$ cat src/rtl/sr_reset_sequencer.sv
// Reset/set pin sequencer for a bank of async set/reset flops: synchronous release, fixed-width pulses, recovery before ready.
// Optional timing-violation handling (notifier, viol_o) is enabled with `define SR_SEQ_NOTIFIER_EN.
module sr_reset_sequencer #(
  parameter int SYNC_STAGES = 2,
  parameter int HOLD_CYCLES = 4
) (
  input  logic CLK,
  input  logic RESETN,
  input  logic req_set,
  input  logic req_clr,
  output logic srn_o,
  output logic rrn_o,
  output logic ready,
  output logic ack,
  output logic err
`ifdef SR_SEQ_NOTIFIER_EN
  ,
  input  logic notifier,
  output logic viol_o
`endif
);

  localparam int CW = $clog2(HOLD_CYCLES + 1);
  localparam logic [CW-1:0] HOLD_LD = CW'(HOLD_CYCLES);
  localparam logic [CW-1:0] CNT_ONE = CW'(1);

  typedef enum logic [2:0] {
    ST_RST, ST_SYNC, ST_HOLD_R, ST_RECOVER, ST_IDLE, ST_SET_A, ST_CLR_A
  } state_t;

  state_t state_q, state_d;
  logic [CW-1:0] cnt_q, cnt_d;
  logic [SYNC_STAGES-2:0] rst_sync_q, rst_sync_d;
  logic srn_q, srn_d, rrn_q, rrn_d, ready_q, ready_d;
  logic ack_q, ack_d, err_q, err_d;
  logic ack_en_q, ack_en_d, force_q, force_d;
  logic viol_det;

`ifdef SR_SEQ_NOTIFIER_EN
  logic [SYNC_STAGES-1:0] ntf_sync_q, ntf_sync_d;
  logic ntf_prev_q, ntf_prev_d, viol_q, viol_d;

  always_comb begin
    ntf_sync_d = {ntf_sync_q[SYNC_STAGES-2:0], notifier};
    ntf_prev_d = ntf_sync_q[SYNC_STAGES-1];
    viol_det   = ntf_sync_q[SYNC_STAGES-1] ^ ntf_prev_q;
    viol_d     = viol_q | viol_det;
  end

  always_ff @(posedge CLK or negedge RESETN) begin
    if (!RESETN) begin
      ntf_sync_q <= '0;
      ntf_prev_q <= 1'b0;
      viol_q     <= 1'b0;
    end else begin
      ntf_sync_q <= ntf_sync_d;
      ntf_prev_q <= ntf_prev_d;
      viol_q     <= viol_d;
    end
  end

  assign viol_o = viol_q;
`else
  assign viol_det = 1'b0;
`endif

  // The RST state register acts as the last stage of the RESETN release synchronizer.
  always_comb begin
    rst_sync_d[0] = 1'b1;
    for (int i = 1; i < SYNC_STAGES - 1; i++) rst_sync_d[i] = rst_sync_q[i-1];
  end

  always_comb begin
    state_d  = state_q;
    cnt_d    = cnt_q;
    ack_en_d = ack_en_q;
    force_d  = force_q;
    ack_d    = 1'b0;
    err_d    = 1'b0;
    case (state_q)
      ST_RST: begin
        if (rst_sync_q[SYNC_STAGES-2]) begin
          state_d = ST_SYNC;
          cnt_d   = HOLD_LD;
        end
      end
      // SYNC counts as the first of the HOLD_CYCLES release-hold cycles.
      ST_SYNC, ST_HOLD_R: begin
        if (cnt_q <= CNT_ONE) begin
          state_d  = ST_RECOVER;
          cnt_d    = '0;
          ack_en_d = 1'b0;
          force_d  = 1'b0;
        end else begin
          state_d = ST_HOLD_R;
          cnt_d   = cnt_q - CNT_ONE;
        end
      end
      ST_RECOVER: begin
        if (viol_det || force_q) begin
          state_d  = ST_CLR_A;
          cnt_d    = HOLD_LD;
          ack_en_d = 1'b0;
          force_d  = 1'b0;
        end else begin
          state_d  = ST_IDLE;
          ack_d    = ack_en_q;
          ack_en_d = 1'b0;
        end
      end
      ST_IDLE: begin
        err_d = req_set & req_clr;
        cnt_d = HOLD_LD;
        if (viol_det) begin
          state_d  = ST_CLR_A;
          ack_en_d = 1'b0;
        end else if (req_clr) begin
          state_d  = ST_CLR_A;
          ack_en_d = 1'b1;
        end else if (req_set) begin
          state_d  = ST_SET_A;
          ack_en_d = 1'b1;
        end
      end
      ST_SET_A: begin
        if (viol_det) begin
          // Release the set pin first so set and reset never overlap.
          state_d  = ST_RECOVER;
          cnt_d    = '0;
          force_d  = 1'b1;
          ack_en_d = 1'b0;
        end else if (cnt_q <= CNT_ONE) begin
          state_d = ST_RECOVER;
          cnt_d   = '0;
        end else begin
          cnt_d = cnt_q - CNT_ONE;
        end
      end
      ST_CLR_A: begin
        if (cnt_q <= CNT_ONE) begin
          state_d = ST_RECOVER;
          cnt_d   = '0;
        end else begin
          cnt_d = cnt_q - CNT_ONE;
        end
      end
      default: state_d = ST_RST;
    endcase

    srn_d   = (state_d != ST_SET_A);
    rrn_d   = !(state_d inside {ST_RST, ST_SYNC, ST_HOLD_R, ST_CLR_A});
    ready_d = (state_d == ST_IDLE);
  end

  always_ff @(posedge CLK or negedge RESETN) begin
    if (!RESETN) begin
      state_q    <= ST_RST;
      cnt_q      <= '0;
      rst_sync_q <= '0;
      srn_q      <= 1'b1;
      rrn_q      <= 1'b0;
      ready_q    <= 1'b0;
      ack_q      <= 1'b0;
      err_q      <= 1'b0;
      ack_en_q   <= 1'b0;
      force_q    <= 1'b0;
    end else begin
      state_q    <= state_d;
      cnt_q      <= cnt_d;
      rst_sync_q <= rst_sync_d;
      srn_q      <= srn_d;
      rrn_q      <= rrn_d;
      ready_q    <= ready_d;
      ack_q      <= ack_d;
      err_q      <= err_d;
      ack_en_q   <= ack_en_d;
      force_q    <= force_d;
    end
  end

  assign srn_o = srn_q;
  assign rrn_o = rrn_q;
  assign ready = ready_q;
  assign ack   = ack_q;
  assign err   = err_q;

endmodule

$ cat config.mk
export PLATFORM = sky130hd
export DESIGN_NAME = sr_reset_sequencer
export DESIGN_NICKNAME = d
export VERILOG_FILES = /design/src/rtl/sr_reset_sequencer.sv
export SDC_FILE = /design/constraint.sdc
export NUM_CORES = 1
export LEC_CHECK = 0
export CAP_MARGIN = 20
export CORE_MARGIN = 10
export CORE_UTILIZATION = 25
export DETAILED_ROUTE_END_ITERATION = 12
export SYNTH_ARGS = -nofsm -noshare
export SYNTH_HDL_FRONTEND = slang
export SYNTH_SLANG_ARGS = --single-unit
export TNS_END_PERCENT = 10
$ cat constraint.sdc
create_clock -name CLK -period 1.45 [get_ports CLK]
set_clock_uncertainty 0.05 [all_clocks]
set_input_delay 0.29 -clock CLK [delete_from_list [all_inputs] [get_ports CLK]]
set_output_delay 0.29 -clock CLK [all_outputs]
set_load 0.02 [all_outputs]
==> out/metrics.sh, run 1 <==
TRITONCTS_NUM_SINKS=13
MOST-COMMON-LAYOUT-CELLS='dfrtp_1, buf_4, nand2_1, o21ai_0'
FIN_NETS=94
POST-SYNTH-TOP-AREA-CELL='dfrtp_1'
SYNTH_NET_COUNT=77
HOLDCRITPATHCLASS='input pin to asynchronous set/reset pin'
CTS.HTREE.LEVELS=1
GRTUSAGETOTAL=0.05283
GRT_PASS1_WL_UM=2332
LAYOUT.CORE_UTILIZATION=0.3387
NUM_IO_PINS=9
REG2REG_SETUP_SLACK_NS=0.03
POWER.DENSITY_nW_PER_UM2=2242
FINALSETUPVIOLATIONS=0
SYNTHESIS.AREA_PER_INSTANCE_UM2=10.04
TRITONCTS.NUM_BUFFERS=3
FINAL.PERIOD_UTILIZATION=0.9800
START_UTIL=0.2609
MAX_CAP_VIOLATIONS=0
SYNTH_TOP_CELLS_BY_AREA='dfrtp_1, o211ai_1, dfstp_2'
ANTENNADIODECOUNT=0
DETAIL_ROUTE.VIAS_PER_CELL=4.907
SLEW_VIOL_FINAL=0
FINAL_LAYOUT_SIZE_SUFFIX_GT1_FRAC=0.3218
CLOCK-ROOT-BUFFER='clkbuf_4'
LAYOUT_COMMONEST_CELL='dfrtp_1'
BUFFER_DEPTH_OF_THE_LONGEST_CLOCK_PATH=2
FIRST_ITER_VIOLATIONS=11
POSTROUTEWIRELENGTH_UM=1418
POWER.IR.VDD_WORST_V=0.0009101
SYNTHTOLAYOUTAREAGROWTH_PCT=29.82
WORST_SKEW_PAIR.LATE_LATENCY_NS=0.28
SYNTH-SEQ-CELLS=13
DRTPASS1ITERATIONS=4
TRITONCTS='built'
YOSYSTOPAREACELLSHARE=0.4211
CHIP_WIDTH_UM=73.41
REGISTER_AREA_SHARE_AFTER_SYNTHESIS=0.4579
GRT_SETUP_UNREPAIRED='yes'
WORST_SLACK_AFTER_DETAILED_PLACEMENT_NS=-0.02114
FMAX_MHz=703.8
PIN_COUNT_OF_THE_BIGGEST_NET_ENTERING_GLOBAL_ROUTING=15
DIE_HEIGHT_UM=73.41
GRT_OVERFLOW_TOTAL=0
VIAS=579
YOSYS_WARNINGS=0
SYNTH_CELLS=71
LEAST_SETUP_SLACK_ACROSS_ALL_PATHS_AFTER_LAYOUT_NS=0.02906
DRC=0
CORE_UM2=2734
POST_SYNTH_NUM_CELL_TYPES=34
DPL.HPWL_UM=1112
CORE.ROWCOUNT=19
FINAL_ANT_VIOL_NETS=0
REPORT.FINAL.HOLD_VIOL_COUNT=0
STATUS='finished, final reports clean'
CELLLEAKAGEPOWER_uW=0.0004000
CRITICAL_PATH_END_TYPE='flip-flop'
GP_CONGESTION=0.8153
PERIOD_MINUS_SLACK_NS=1.421
SETUP_TNS_NS=0
SYN-CELL-AREA_UM2=713.2
CRITICAL_PATH.MAX_FANOUT=8
PATH_CLK_SLEW_NS=0.08
NUMBER_OF_GLOBAL_ROUTE_VIAS_BEFORE_REPAIR=541
TIMING_WORST_SETUP_PATH_TYPE='flip-flop to flip-flop'
WORST-ENDPOINT-REQUIRED_NS=1.56
CTS_HOLD_BUFFERS=0
ENDPOINT_ARRIVAL_TIME_ON_THE_CRITICAL_PATH_NS=1.53
FP.DIEAREA_UM2=5389
GRT_ANTENNA_BEFORE_REPAIR=0
TIMING.CRITICAL_PATH.FROM_TYPE='flip-flop'
PLACE.PORT_BUFFERS=8
AVERAGE_ROUTED_WIRE_PER_STANDARD_CELL_UM=12.02
==> sequential cells by signal, indices dropped and copies added, names as in the netlist <==
name	count
ack_en_q	1
srn_o	1
state_q	3
ready	1
err	1
rrn_o	1
ack	1
rst_sync_q	1
cnt_q	3
==> final timing paths <==
kind	start	endpoint	cells after the start
min	RESETN	cnt_q[2]	2
max	cnt_q[0]	rrn_o	4
max in group asynchronous	RESETN	srn_o	2
min reg2reg	ack_en_q	ack	1
max reg2reg	cnt_q[0]	rrn_o	4
min in group CLK	ack_en_q	ack	1
==> metal layers <==
metal  part of all wire  GRT usage  up-vias
met5                  0          0        -
met4              0.012    0.02484        0
met3              0.072    0.02019        2
met2               0.43    0.07927       13
met1               0.49    0.06479      281
li1                   -          -      283
==> area by class of cell <==
cell class / instances / area, µm²
clock inverters: 1 / 5.005
well taps: 31 / 38.79
fillers: 269 / 1808
flip-flops and latches: 13 / 329.1
repair buffers: 17 / 141.4
clock buffers: 3 / 22.52
inverters: 5 / 18.77
multi-input cells: 48 / 370.4
==> critical path, stage by stage, from the launching register on <==
cell and delay [ns]:
dfrtp_1 0.42, ha_4 0.18, o21ba_4 0.27, o21bai_2 0.06
a221o_1 0.32
==> report_power, final <==
| group | internal (µW) | leakage, µW | total (µW) | switching [µW] |
|---|---|---|---|---|
| sequential | 518 | 0.000156 | 721 | 203 |
| combinational | 577 | 0.000227 | 1130 | 557 |
| clock | 102 | 0.0000177 | 221 | 119 |
==> cells by family after synthesis <==
group | after synthesis | share of synthesized area
xor gates and xnor gates | 1 | 0.01228
other | 1 | 0.005258
DFF | 13 | 0.4579
and+or+nand+nor | 19 | 0.1579
muxes | 1 | 0.01404
buffers and inverters | 10 | 0.08246
adders and majority gates | 2 | 0.03508
AOI/OAI and AO/OA | 24 | 0.2351
==> synthesized netlist by cell type <==
| cell type | count |
|---|---|
| a211oi_1 | 1 |
| a21oi_1 | 3 |
| a221o_1 | 1 |
| a22o_1 | 1 |
| and3_1 | 1 |
| and4_1 | 1 |
| buf_2 | 2 |
| buf_4 | 1 |
| buf_6 | 2 |
| conb_1 | 1 |
| dfrtp_1 | 12 |
| dfstp_2 | 1 |
| ha_1 | 2 |
| inv_1 | 5 |
| mux2i_1 | 1 |
| nand2_1 | 5 |
| nand2b_1 | 2 |
| nand3_1 | 1 |
| nand3b_1 | 1 |
| nor2_1 | 3 |
| nor2b_1 | 2 |
| nor3_1 | 1 |
| nor3b_2 | 1 |
| nor4_2 | 1 |
| o211ai_1 | 4 |
| o21a_1 | 1 |
| o21ai_0 | 5 |
| o21ai_1 | 2 |
| o21ba_2 | 1 |
| o21bai_2 | 1 |
| o22ai_1 | 1 |
| o2bb2ai_1 | 1 |
| o41ai_1 | 2 |
| xor2_1 | 1 |
==> repair_timing <==
item | 4_1_cts | 5_1_grt
setup buffers | 0 | 1
setup endpoints to repair | 8 | 6
pin swaps | 0 | 4
gates resized for setup | 7 | 12
==> metrics by stage <==
stage | power, µW | instances | area (µm²) | hold WS, ns
after detailed placement | 1723 | 113 | 854.6 | 0.4875
after CTS | 1941 | 117 | 883.3 | 0.2500
after global placement | 1696 | 113 | 854.6 | 0.4875
after global routing | 2267 | 118 | 925.9 | 0.2595
after floorplan | 1456 | 71 | 715.7 | -0.05559
final | 2076 | 118 | 925.9 | 0.2494
Power figures use the tool's default switching activity.
==> inputs of run 2 (changes only) <==
- CTS_CLUSTER_DIAMETER: not set -> 50
- DONT_BUFFER_PORTS: not set -> 1
==> run 2 against run 1 <==
Final cell count decreased by 9.3%. Global-route usage up 0.30 points. Final area shrank 14%. Setup slack gained 0.027 ns. Sequential share of layout area up 5.6 points. Register-to-register slack better by 0.03 ns. Combinational power fell by 23%. Non-clock buffer count decreased by 11. Flip-flop and latch count stayed put. Clock-buffer cell count is the same. Die area is the same. Largest cell class unchanged. Largest power group unchanged.
==> out/metrics.sh, run 2 (same netlist as run 1, synthesis figures left out) <==
WORST_PATH_LARGEST_CELL_DELAY_NS=0.39
FIN_CELLS=107
GP_CONGESTION=0.7345
WORST_SKEW_PAIR.LATE_LATENCY_NS=0.28
NUMBER_OF_GLOBAL_ROUTE_VIAS_BEFORE_REPAIR=526
GRTUSAGETOTAL=0.05588
CLOCK-ROOT-BUFFER='clkbuf_4'
SLEW_VIOL_FINAL=0
FIN_NETS=83
SLEW_HEADROOM=0.6152
WORST-ENDPOINT-REQUIRED_NS=1.62
TRITONCTS='built'
P_SW_FRAC=0.4256
FINALSETUPVIOLATIONS=0
CRITICAL_PATH_END_TYPE='flip-flop'
DRC=0
TRITONCTS.NUM_BUFFERS=3
REPORT.FINAL.HOLD_VIOL_COUNT=0
SYNTHTOLAYOUTAREAGROWTH_PCT=11.75
CP.BUFFERS_INVERTERS=3
CELLLEAKAGEPOWER_uW=0.0003348
CRITICAL_PATH_CELL_BY_CELL='buf_4, inv_1, ha_1, inv_1, o41ai_1, a22o_1'
SHARE_CLK_OF_TOTAL_POWER=0.120
SETUP_TNS_NS=0
GRT_OVERFLOW_TOTAL=0
FINAL.PERIOD_UTILIZATION=0.9614
ENDPOINT_ARRIVAL_TIME_ON_THE_CRITICAL_PATH_NS=1.56
PLACED_CELLS_INCL_TAPS=102
PIN_COUNT_OF_THE_BIGGEST_NET_ENTERING_GLOBAL_ROUTING=15
MOST-COMMON-LAYOUT-CELLS='dfrtp_1, inv_1, nand2_1, buf_4'
CRITICAL-PATH-TOP-DELAY-FAMILY='compound AO/OA/AOI/OAI gates'
DETAIL_ROUTE.VIAS_PER_CELL=5.159
PATH_CLK_SLEW_NS=0.08
BUFFER_DEPTH_OF_THE_LONGEST_CLOCK_PATH=2
STATUS='finished, final reports clean'
CORE.ROWCOUNT=19
HOLDCRITPATHCLASS='input pin to flip-flop'
DRTPASS1ITERATIONS=4
P_SWITCHING_uW=795.5
FMAX_MHz=717.4
VIAS=552
LAYOUT.CORE_UTILIZATION=0.2915
TOTALPOWERFINAL_uW=1869
GRT_ANTENNA_BEFORE_REPAIR=0
AVERAGE_ROUTED_WIRE_PER_STANDARD_CELL_UM=12.81
WORSTMARGINPINSLEW_NS=0.5753
FP.DIEAREA_UM2=5389
PLACE_AREA_UM2=752.0
CHIP_WIDTH_UM=73.41
GRT_PASS1_WL_UM=2401
PLACE.PORT_BUFFERS=0
CRITICAL_PATH.MAX_FANOUT=4
P_INT_uW=1074
DIE_HEIGHT_UM=73.41
POWER.IR.VDD_WORST_V=0.001377
PERIOD_MINUS_SLACK_NS=1.394
POWER.DENSITY_nW_PER_UM2=2345
FIRST_ITER_VIOLATIONS=48
NUM_IO_PINS=9
SEQ_POWER_SHARE=0.414
LARGEST_REGISTERS='cnt_q x3, state_q x3'
POSTROUTEWIRELENGTH_UM=1371
FINAL_LAYOUT_SIZE_SUFFIX_GT1_FRAC=0.2105
CORE_UM2=2734
TIMING.CRITICAL_PATH.SLOWEST_STAGE_CELL='dfrtp_1'
TRITONCTS_NUM_SINKS=13
START_UTIL=0.2609
CTS.HTREE.LEVELS=1
CTS_SETUP_BUFFERS=0
TIMING.CRITICAL_PATH.FROM_TYPE='flip-flop'
GRT_SETUP_UNREPAIRED='yes'
POST-ROUTE-CELL-AREA_UM2=797.0
MAX_CAP_VIOLATIONS=0
FINAL_ANT_VIOL_NETS=0
LAYOUT_COMMONEST_CELL='dfrtp_1'
ANTENNADIODECOUNT=0
TIMING_WORST_SETUP_PATH_TYPE='flip-flop to flip-flop'
DPL.HPWL_UM=1040
COMB_POWER_SHARE=0.466
CRITICAL-PATH-TOP-CELL-BY-COUNT='inv_1'
run 2: cell types whose count changed in the layout (fill, tap and decap cells not counted), sizes merged:
| cell | previous run | this run |
|---|---|---|
| clkbuf | 4 | 3 |
| dlygate4sd3 | 0 | 1 |
| dlygate4sd2 | 4 | 0 |
| clkdlybuf4s50 | 3 | 0 |
| buf | 9 | 5 |
run 2: timing repair:
action,CTS,global route
gates resized for setup,1,2
hold buffers,1,0
setup endpoints to repair,1,5
endpoints found under the hold margin,13,0
run 2: worst register-to-register path, cell delays in order, from the launching register on:
cell and delay [ns]:
dfrtp_1 0.39, buf_4 0.15, inv_1 0.05, ha_1 0.17, inv_1 0.05, o41ai_1 0.29, a22o_1 0.19
run 2: worst paths after layout:
kind / from / slack (ns) / cells after the start / endpoint
worst max-delay path: cnt_q[0] / 0.06 / 6 / cnt_q[2]
worst min-delay path: req_clr / 0.06 / 1 / ready
worst max register to register: cnt_q[0] / 0.06 / 6 / cnt_q[2]
worst min register to register: ack_en_q / 0.52 / 1 / ack
max in group asynchronous: RESETN / 0.55 / 1 / state_q[0]
min in group asynchronous: RESETN / 0.39 / 1 / ack_en_q
run 2: final cells by class:
| type | count | area, µm² |
|---|---|---|
| Multi-Input combinational cell | 48 | 336.6 |
| Timing Repair Buffer | 6 | 47.55 |
| Clock buffer | 3 | 22.52 |
| Sequential cell | 13 | 327.8 |
| Tap cell | 31 | 38.79 |
| Fill cell | 270 | 1937 |
| Inverter | 5 | 18.77 |
| Clock inverter | 1 | 5.005 |
run 2: routing by layer:
layer,GRT usage,vias to the layer above,share of wire
met2,0.08118,15,0.41
met3,0.02019,4,0.10
met4,0.03727,0,0.031
li1,-,264,-
met1,0.06724,269,0.46
met5,0,-,0
run 2: power by group through the flow:
stage	logic (µW)	registers, µW	clock network (µW)
6_report	872	773	224
5_1_grt	990	797	255
3_5_place_dp	831	778	0
2_1_floorplan	803	653	0
4_1_cts	850	769	238
3_3_place_gp	813	771	0
run 2: per-stage QoR:
stage / worst slack, ns / hold WS [ns]
after global routing: -0.009754 / 0.04856
after detailed placement: 0.01586 / -0.05520
after global placement: 0.0002616 / -0.05512
after CTS: 0.002134 / 0.04861
final: 0.05598 / 0.05832
after floorplan: 0.008157 / -0.05559
==> inputs of run 3 (changes only) <==
--- a/config.mk
+++ b/config.mk
@@ -13,2 +13,3 @@
 export DONT_BUFFER_PORTS = 1
+export GPL_TIMING_DRIVEN = 0
 export SYNTH_ARGS = -nofsm -noshare
==> constraint.sdc (replaced) <==
create_clock -name CLK -period 1.45 [get_ports CLK]
set_clock_uncertainty 0.05 [all_clocks]
set_input_delay 0.435 -clock CLK [delete_from_list [all_inputs] [get_ports CLK]]
set_output_delay 0.435 -clock CLK [all_outputs]
set_load 0.02 [all_outputs]
==> run 3 against run 2 <==
The run now ends with negative setup slack left. First-iteration DRC count fell by 15%. Clock power rose by 3%. Total power rose by 11%. Setup slack got worse by 0.098 ns. Register-to-register slack got worse by 0.098 ns. Global-route usage rose by 0.43 points. Clock-buffer cell count did not move. Routed wire length rose by 18%. Sequential power fell by 13%. Final area rose by 5.8%. Critical endpoint is now rrn_o. Highest routed layer unchanged.
==> out/metrics.sh, run 3 (same netlist as run 1, synthesis figures left out) <==
GRT_ANTENNA_BEFORE_REPAIR=0
LARGEST_REGISTERS='cnt_q x3, state_q x3'
TRITONCTS.NUM_BUFFERS=3
ANTENNADIODECOUNT=0
CRITICAL_PATH_CELL_BY_CELL='inv_2, ha_4, o21ba_4, buf_6, o21bai_2, a221o_1'
PIN_COUNT_OF_THE_BIGGEST_NET_ENTERING_GLOBAL_ROUTING=14
CP.BUFFERS_INVERTERS=2
FMAX_MHz=670.4
NUMBER_OF_GLOBAL_ROUTE_VIAS_BEFORE_REPAIR=555
ENDPOINT_ARRIVAL_TIME_ON_THE_CRITICAL_PATH_NS=1.61
POSTROUTEWIRELENGTH_UM=1617
POWER.DENSITY_nW_PER_UM2=2461
STARTPOINT='cnt_q[1]'
FIRST_ITER_VIOLATIONS=41
VIAS=565
GRTUSAGETOTAL=0.06022
GRT_OVERFLOW_TOTAL=0
WORST_SKEW_PAIR.LATE_LATENCY_NS=0.28
CORE.ROWCOUNT=19
LAYOUT.CORE_UTILIZATION=0.3085
WORST_PATH_LARGEST_CELL_DELAY_NS=0.39
LAYOUT_COMMONEST_CELL='dfrtp_1'
MOST-COMMON-LAYOUT-CELLS='dfrtp_1, nand2_1, o21ai_0'
GRT_SETUP_UNREPAIRED='yes'
DRC=0
GP_CONGESTION=0.7741
CELLLEAKAGEPOWER_uW=0.0003603
POST-ROUTE-CELL-AREA_UM2=843.3
CTS.HTREE.LEVELS=1
MAX_CAP_VIOLATIONS=0
DPL.HPWL_UM=1062
AVERAGE_ROUTED_WIRE_PER_STANDARD_CELL_UM=14.57
REPORT.FINAL.HOLD_VIOL_COUNT=0
TIMING.CRITICAL_PATH.FROM_TYPE='flip-flop'
SLEW_VIOL_FINAL=0
PLACE.PORT_BUFFERS=0
CLOCK-ROOT-BUFFER='clkbuf_4'
TIMING.CRITICAL_PATH.SLOWEST_STAGE_CELL='dfrtp_1'
WORST_HOLD_STARTPOINT='req_clr'
CRITICAL_PATH_END_TYPE='flip-flop'
RR_STARTPOINT='cnt_q[1]'
CRITICAL_PATH.MAX_FANOUT=5
FINAL.PERIOD_UTILIZATION=1.029
WORSTMARGINPINSLEW_NS=0.5941
FINAL_LAYOUT_SIZE_SUFFIX_GT1_FRAC=0.2625
CORE_UM2=2734
TIMING_WORST_SETUP_PATH_TYPE='flip-flop to flip-flop'
PLACE_AREA_UM2=754.5
CHIP_WIDTH_UM=73.41
WORST-ENDPOINT-REQUIRED_NS=1.57
WORST_SLACK_AFTER_DETAILED_PLACEMENT_NS=-0.08003
FINALSETUPVIOLATIONS=1
NUM_IO_PINS=9
FP.DIEAREA_UM2=5389
TRITONCTS='built'
STATUS='finished, violations left'
CRITICAL-PATH-TOP-DELAY-FAMILY='compound AO/OA/AOI/OAI gates'
DRTPASS1ITERATIONS=3
DIE_HEIGHT_UM=73.41
BUFFER_DEPTH_OF_THE_LONGEST_CLOCK_PATH=2
DETAIL_ROUTE.VIAS_PER_CELL=5.090
FINAL_ANT_VIOL_NETS=0
SLEW_HEADROOM=0.6026
SETUP_TNS_NS=-0.04155
HOLDCRITPATHCLASS='input pin to flip-flop'
SYNTHTOLAYOUTAREAGROWTH_PCT=18.25
FIN_NETS=87
NFILLCELLS=277
LEAST_SETUP_SLACK_ACROSS_ALL_PATHS_AFTER_LAYOUT_NS=-0.04155
PERIOD_MINUS_SLACK_NS=1.492
GRT_PASS1_WL_UM=2615
START_UTIL=0.2609
PATH_CLK_SLEW_NS=0.08
TRITONCTS_NUM_SINKS=13
POWER.IR.VDD_WORST_V=0.001286
FAILED_CHECKS='negative setup slack'
[run 3: per-layer routing]
| metal | up-vias | global-route usage | share of wire |
|---|---|---|---|
| met5 | - | 0 | 0 |
| met1 | 276 | 0.07650 | 0.44 |
| met3 | 4 | 0.02019 | 0.080 |
| met2 | 13 | 0.08500 | 0.46 |
| met4 | 0 | 0.03727 | 0.020 |
| li1 | 272 | - | - |
[run 3: final timing paths]
path	slack, ns	end	depth (start not counted)
max in group asynchronous	0.43	ready	1
min	0.19	ready	1
min reg2reg	0.52	ack_en_q	2
max	-0.04	rrn_o	6
min in group asynchronous	0.54	rst_sync_q	1
max reg2reg	-0.04	rrn_o	6
[run 3: area by class of cell]
| class | count | area, µm² | share of cell area |
|---|---|---|---|
| Inverter | 5 | 18.77 | 0.02226 |
| Buffer | 5 | 40.04 | 0.04748 |
| Tap cell | 31 | 38.79 | 0.04599 |
| Multi-Input combinational cell | 48 | 354.1 | 0.4199 |
| Clock buffer | 3 | 22.52 | 0.02671 |
| Clock inverter | 1 | 5.005 | 0.005935 |
| Timing Repair Buffer | 5 | 37.54 | 0.04451 |
| Sequential cell | 13 | 326.6 | 0.3872 |
[run 3: what timing repair did]
action	in CTS	in global routing
resized for setup	3	1
endpoints found under the setup margin	2	7
endpoints found under the hold margin	13	0
pin swaps	0	0
hold buffers	1	0
cloned	1	0
setup buffers	3	0
[run 3: power breakdown]
group	leakage, µW	switching (µW)	internal [µW]
Sequential	0.000158	159	516
Combinational	0.000185	613	557
Clock	0.0000177	127	102
Total	0.000360	900	1180
[run 3: per-stage QoR]
stage	instances	power (µW)	hold slack [ns]
4_1_cts	111	2021	0.1860
6_report	111	2075	0.1928
2_1_floorplan	71	1456	0.08941
5_1_grt	111	2232	0.1825
3_3_place_gp	102	1612	0.08982
3_5_place_dp	102	1644	0.08976
[run 3: worst register-to-register path: cells and delay by family, from the launching register on]
kind                     cells  cell delay [ns]
flip-flops                   1             0.39
buffers and inverters        2             0.19
AO/OA/AOI/OAI                3             0.59
adder cells (fa/ha/maj)      1             0.16
